**src/rtl/sync_fifo_ctrl.sv**
```systemverilog
// Single-clock FIFO controller in front of a simple dual-port RAM, with a first-word-fall-through output register.
// Optional synchronous clear port flush_i is enabled with `define SYNC_FIFO_CTRL_FLUSH_EN.
module sync_fifo_ctrl #(
    parameter  int DWIDTH = 64,
    parameter  int DEPTH  = 16,
    localparam int AW     = $clog2(DEPTH),
    localparam int CW     = $clog2(DEPTH + 2)
) (
    input  logic              clk_i,
    input  logic              rst_i,
`ifdef SYNC_FIFO_CTRL_FLUSH_EN
    input  logic              flush_i,
`endif
    input  logic [DWIDTH-1:0] s_data_i,
    input  logic              s_valid_i,
    output logic              s_ready_o,
    output logic [DWIDTH-1:0] m_data_o,
    output logic              m_valid_o,
    input  logic              m_ready_i,
    output logic [DWIDTH-1:0] ram_wr_data_o,
    output logic [AW-1:0]     ram_wr_addr_o,
    output logic              ram_wr_en_o,
    output logic [AW-1:0]     ram_rd_addr_o,
    input  logic [DWIDTH-1:0] ram_rd_data_i,
    output logic [CW-1:0]     count_o
);

    logic [AW:0]       wr_ptr_q, wr_ptr_d;
    logic [AW:0]       rd_ptr_q, rd_ptr_d;
    logic [CW-1:0]     count_q, count_d;
    logic              m_valid_q, m_valid_d;
    logic [DWIDTH-1:0] m_data_q, m_data_d;

    logic ram_empty;
    logic ram_full;
    logic flush;
    logic wr_fire;
    logic rd_fire;
    logic load;

`ifdef SYNC_FIFO_CTRL_FLUSH_EN
    assign flush = flush_i;
`else
    assign flush = 1'b0;
`endif

    assign ram_empty = (wr_ptr_q == rd_ptr_q);
    assign ram_full  = (wr_ptr_q[AW] != rd_ptr_q[AW]) &&
                       (wr_ptr_q[AW-1:0] == rd_ptr_q[AW-1:0]);

    // Ready comes only from registers and reset, so a slot freed by this cycle's load is usable next cycle.
    assign s_ready_o = !rst_i && !ram_full && !flush;
    assign wr_fire   = s_valid_i && s_ready_o;
    assign rd_fire   = m_valid_q && m_ready_i && !flush;
    assign load      = !ram_empty && (!m_valid_q || m_ready_i) && !flush;

    assign ram_wr_en_o   = wr_fire;
    assign ram_wr_addr_o = wr_ptr_q[AW-1:0];
    assign ram_wr_data_o = s_data_i;
    assign ram_rd_addr_o = rd_ptr_q[AW-1:0];

    assign m_data_o  = m_data_q;
    assign m_valid_o = m_valid_q;
    assign count_o   = count_q;

    always_comb begin
        wr_ptr_d  = wr_ptr_q;
        rd_ptr_d  = rd_ptr_q;
        count_d   = count_q;
        m_valid_d = m_valid_q;
        m_data_d  = m_data_q;

        if (wr_fire) begin
            wr_ptr_d = wr_ptr_q + {{AW{1'b0}}, 1'b1};
        end

        if (load) begin
            m_data_d  = ram_rd_data_i;
            m_valid_d = 1'b1;
            rd_ptr_d  = rd_ptr_q + {{AW{1'b0}}, 1'b1};
        end else if (rd_fire) begin
            m_valid_d = 1'b0;
        end

        case ({wr_fire, rd_fire})
            2'b10:   count_d = count_q + {{(CW-1){1'b0}}, 1'b1};
            2'b01:   count_d = count_q - {{(CW-1){1'b0}}, 1'b1};
            default: count_d = count_q;
        endcase

        // Flush discards contents but keeps the stale output word; m_valid_q masks it.
        if (flush) begin
            wr_ptr_d  = '0;
            rd_ptr_d  = '0;
            count_d   = '0;
            m_valid_d = 1'b0;
            m_data_d  = m_data_q;
        end
    end

    always_ff @(posedge clk_i or posedge rst_i) begin
        if (rst_i) begin
            wr_ptr_q  <= '0;
            rd_ptr_q  <= '0;
            count_q   <= '0;
            m_valid_q <= 1'b0;
            m_data_q  <= '0;
        end else begin
            wr_ptr_q  <= wr_ptr_d;
            rd_ptr_q  <= rd_ptr_d;
            count_q   <= count_d;
            m_valid_q <= m_valid_d;
            m_data_q  <= m_data_d;
        end
    end

endmodule

```
**config.mk**
```make
export PLATFORM = sky130hd
export DESIGN_NAME = sync_fifo_ctrl
export DESIGN_NICKNAME = d
export VERILOG_FILES = /design/src/rtl/sync_fifo_ctrl.sv
export SDC_FILE = /design/constraint.sdc
export NUM_CORES = 1
export LEC_CHECK = 0
export CORE_AREA = 2 2 107 109
export CTS_CLUSTER_SIZE = 16
export DETAILED_ROUTE_END_ITERATION = 6
export DIE_AREA = 0 0 109 111
export DONT_BUFFER_PORTS = 1
export GPL_TIMING_DRIVEN = 0
export PLACE_DENSITY = 0.49
export SYNTH_ARGS = -nofsm -noshare
export SYNTH_HDL_FRONTEND = slang
export SYNTH_SLANG_ARGS = --single-unit
```
**constraint.sdc**
```tcl
create_clock -name clk_i -period 4.8 [get_ports clk_i]
set_input_delay 0.96 -clock clk_i [delete_from_list [all_inputs] [get_ports clk_i]]
set_output_delay 0.96 -clock clk_i [all_outputs]
set_load 0.02 [all_outputs]
```
# Word level (Yosys, flattened, before mapping)
# Index checks and enable logic that the tools add are counted.
# totals
ff_bits	80
out_inout_bits	144
# op_classes
addsub	4
n_eq_ne	5
mux	3
n_reduce_logical	12
# op_table
cell	n
adder 5 x 1 -> 5 bit, second input constant	3
one-hot mux 5 bit (2 select lines)	1
equality test 5 bit	1
logical AND 1 bit	5
subtractor 5 x 1 -> 5 bit, second input constant	1
equality test 4 bit	1
zero test 1 bit	4
nonzero test 2 bit	2
equality test 2 x 1 -> 1 bit, second input constant	1
equality test 2 bit, second input constant	1
two-way mux 1 bit	2
logical OR 1 bit	1
inequality test 1 bit	1

# Logic depth before layout (Yosys ltp)
# depth
word_depth	7
ltp_mapped	11
ltp_nobuf	10

# Least setup slack after synthesis
# No wires, ideal clock.
# synth_path
kind	input to register
from	input port rst_i
to	register count_q[4], in the netlist count_o[4]
setup_time_ps	116
t_arrival_ps	4815
required_time_ps	4684
path_slack_ps	-131
stages	9
path_cell_list	inv_1 nand2_1 a21oi_1 inv_1 ha_1 fa_1 a21oi_1 o21ai_0 o311ai_0
# synth_via
elab_chain_len	5
word_cells_on_any_way	7
# synth_rtl
item	line_no	text
from (decl)	10	input logic rst_i,
zero test 1 bit (no source line) *	--	
logical AND 1 bit *	52	assign s_ready_o = !rst_i && !ram_full && !flush;
logical AND 1 bit *	53	assign wr_fire = s_valid_i && s_ready_o;
net ram_wr_en_o	22	output logic ram_wr_en_o,
equality test 2 x 1 -> 1 bit or equality test 2 bit (tied branches)	85	case ({wr_fire, rd_fire})
one-hot mux 5 bit (2 select lines) or nonzero test 2 bit (tied branches)	--	
to (signal assigned)	111	count_q <= count_d;
to (decl)	30	logic [CW-1:0] count_q, count_d;
# The timed path passes the listed nets; every way through them passes the cells marked *.
# A chain may end at the register's enable or synchronous reset.

# Worst setup path in the final report
# Ends and elaborated chain as after synthesis.

==> impl_metrics.yaml <==
run_status:
  status: "finished clean"
run:
  drv_cap: 0
grt:
  grt_overflow: 0
  grt_max_degree: 33
  grt_pass1_wl_mm: 11.6
  first_global_vias: 2156
  grt_util_all_layers_pct: 12.6
  antenna_found_initial: 0
sta:
  slew_violations: 0
  final-setup-viol-count: 0
  fin_skew_ps: 5.53
  hold_violations: 0
  min_period_over_period_pct: 77.2
  fin_crit_ps: 3710
  fmax_mhz: 270
  worst_pin_slew_ps: 788
  worst_slack_ps: 1090
  grt_setup_unrepaired: "no"
  relSlewSlack_pct: 47.4
  setup_tns_ps: 0
synthesis:
  ys_seq_area_share_pct: 49.9
  yosysUniqueCellTypes: 31
  ys_warn_count: 0
  synth_ff_type: "dfrtp_1"
  synth_top_area_cell: "dfrtp_1"
  yosys-top-cells-area: "dfrtp_1 (50%), mux2_4 (15%), buf_4 (13%), mux2_2 (7.9%), xor2_1 (2.4%)"
  synthArstFlopShare_pct: 100
  syn_inst: 297
  synth_seq_cells: 80
  synth_top_area_share_pct: 49.9
  synth_edf_count: 0
  synth.top_cells.by_count: "dfrtp_1 (80), buf_4 (72), mux2_4 (40)"
  synth_nets: 436
  synth_area_per_cell_um2: 13.5
  synth_area_um2: 4010
  synth_most_common_cell: "dfrtp_1"
floorplan:
  die_w_um: 109
  initial_core_util_pct: 36.2
  rows: 39
  io_pins: 276
  fp.dieH_um: 111
  die_area_um2: 12100
  core_um2: 11100
hold_path:
  hold_path.class: "primary input to async pin"
layout:
  final_util_pct: 40.8
  fillers: 1051
  drive_gt1_share_pct: 53.3
  fin_area_um2: 4510
  antennaDiodeCount: 0
  area_growth_pct: 12.5
  final_nets: 449
power:
  leakage_nw: 2.13
  ir_drop_uv: 276
  power_w: 0.00309
  p_per_area_nw_per_um2: 685
critical_path:
  crit_chain: "clkinvlp_4, buf_12, nand2_1, a21oi_1, inv_1, ha_1, fa_1, a21oi_1, o21ai_0, o311ai_0"
  cp_slowest_cell: "a21oi_1"
  rr_worst_depth: 10
  cpPeakStageDelay_ps: 620
  crit_top_cell: "a21oi_1"
  timing.reg2reg.setup_slack_ps: 1480
  arrival_ps: 3920
  crit_type: "primary input to flop"
  crit_fanout: 31
  r2r_end: "count_o[4]"
  start_kind: "primary input"
  critPathCaptureType: "flop"
  crit-reg2reg-launch: "wr_ptr_q[0]"
  worstPathRequired_ps: 5010
drt:
  routedWlPerCell_um: 16.9
  vias_per_cell: 4.74
  drtAntennaViolNets: 0
  drtIter0Drc: 58
  drt-total-wl_mm: 7.75
  drt-pass1-iter-count: 4
  vias: 2169
  drcViolationCount: 0
cts:
  holdBufCountCts: 0
  cts_resized: 0
  cts_tree: "built"
  h-tree-depth: 3
  clk_latency_ps: 330
  post_cts_buffers: 0
  clkSlewWorstSetupHoldPaths_ps: 70
  clk_path_buf_depth: 2
  cts-root-buf: "clkbuf_16"
  numClockSinks: 80
  cts_made_buffers: 9
place:
  dpl_cell_area_um2: 4230
  dpl.hpwl_mm: 5.85
  place_ws_ps: 701
  portBuffers: 0
  place.gp.congestion: 0.753
==> sequential cells by signal, summed over array words and instances (netlist names) <==
signal / flops
wr_ptr_q: 5
m_data_o: 64
m_valid_o: 1
rd_ptr_q: 5
count_o: 5
==> layout by cell type (no fill, tap or decap), types with 2 or more instances in the layout <==
cell type / n
nand4_1: 3
xor2_1: 11
inv_1: 4
clkinvlp_4: 2
o21ai_0: 5
nand2b_1: 2
xnor2_1: 4
buf_4: 72
a21oi_1: 7
buf_2: 4
and2_1: 2
nand3_1: 2
ha_1: 6
nor3_1: 2
clkinv_4: 2
clkbuf_16: 9
clkinv_2: 2
buf_6: 4
mux2_2: 28
nand2_1: 7
dfrtp_1: 80
buf_12: 2
mux2_4: 40
==> kinds of logic (layout without fill, tap and decap cells) <==
group | Yosys count | after routing | share of synthesized area, %
flops | 80 | 80 | 49.9
simple gates | 24 | 24 | 3.43
compound gates | 17 | 17 | 2.53
buf+inv | 86 | 104 | 15.7
mux | 68 | 68 | 22.8
fa+ha+maj | 7 | 7 | 2.37
xor+xnor | 15 | 15 | 3.27
==> routing by layer <==
metal,vias to the layer above,part of all wire (%),global-route usage [%]
li1,954,-,-
met1,1046,38,15.4
met2,162,48,19.5
met3,7,13,6.35
met4,0,1.3,3.85
met5,-,0,0
==> worst max-delay path, delay by kind of cell <==
kind | cells | cell delay [ps]
compound gates | 4 | 1370
buf+inv | 3 | 690
fa+ha+maj | 2 | 790
simple gates | 1 | 90
==> stage by stage <==
step                      hold slack, ps  cells
final                                529    458
after global routing                 551    458
after CTS                            534    458
after detailed placement             562    442
after global placement               553    440
after floorplan                      500    297
==> power breakdown <==
group	switching (W)	total, W	internal (W)
clock	0.000288	0.000644	0.000356
combinational	0.000401	0.000930	0.000528
sequential	0.000563	0.00152	0.000954
==> area by class of cell <==
class	instances	area, um^2	area share (%)
flip-flops and latches	80	2000	44.3
multi-input cells	131	1380	30.6
plain buffers	81	609	13.5
clock buffers	9	225	4.99
well taps	143	179	3.96
clock inverters	7	55.1	1.22
repair buffers	2	40.0	0.887
inverters	5	22.5	0.499
==> worst max-delay path by stage <==
| stage | from | to | cells after the start |
|---|---|---|---|
| 2_1_floorplan | rst_i | count_o[4] | 9 |
| 3_3_place_gp | rst_i | count_o[4] | 9 |
| 3_5_place_dp | rst_i | count_o[4] | 10 |
| 4_1_cts | rst_i | count_o[4] | 10 |
| 5_1_grt | rst_i | count_o[4] | 10 |
| 6_report | rst_i | count_o[4] | 10 |
No activity file was read; power rests on OpenSTA's default activity.
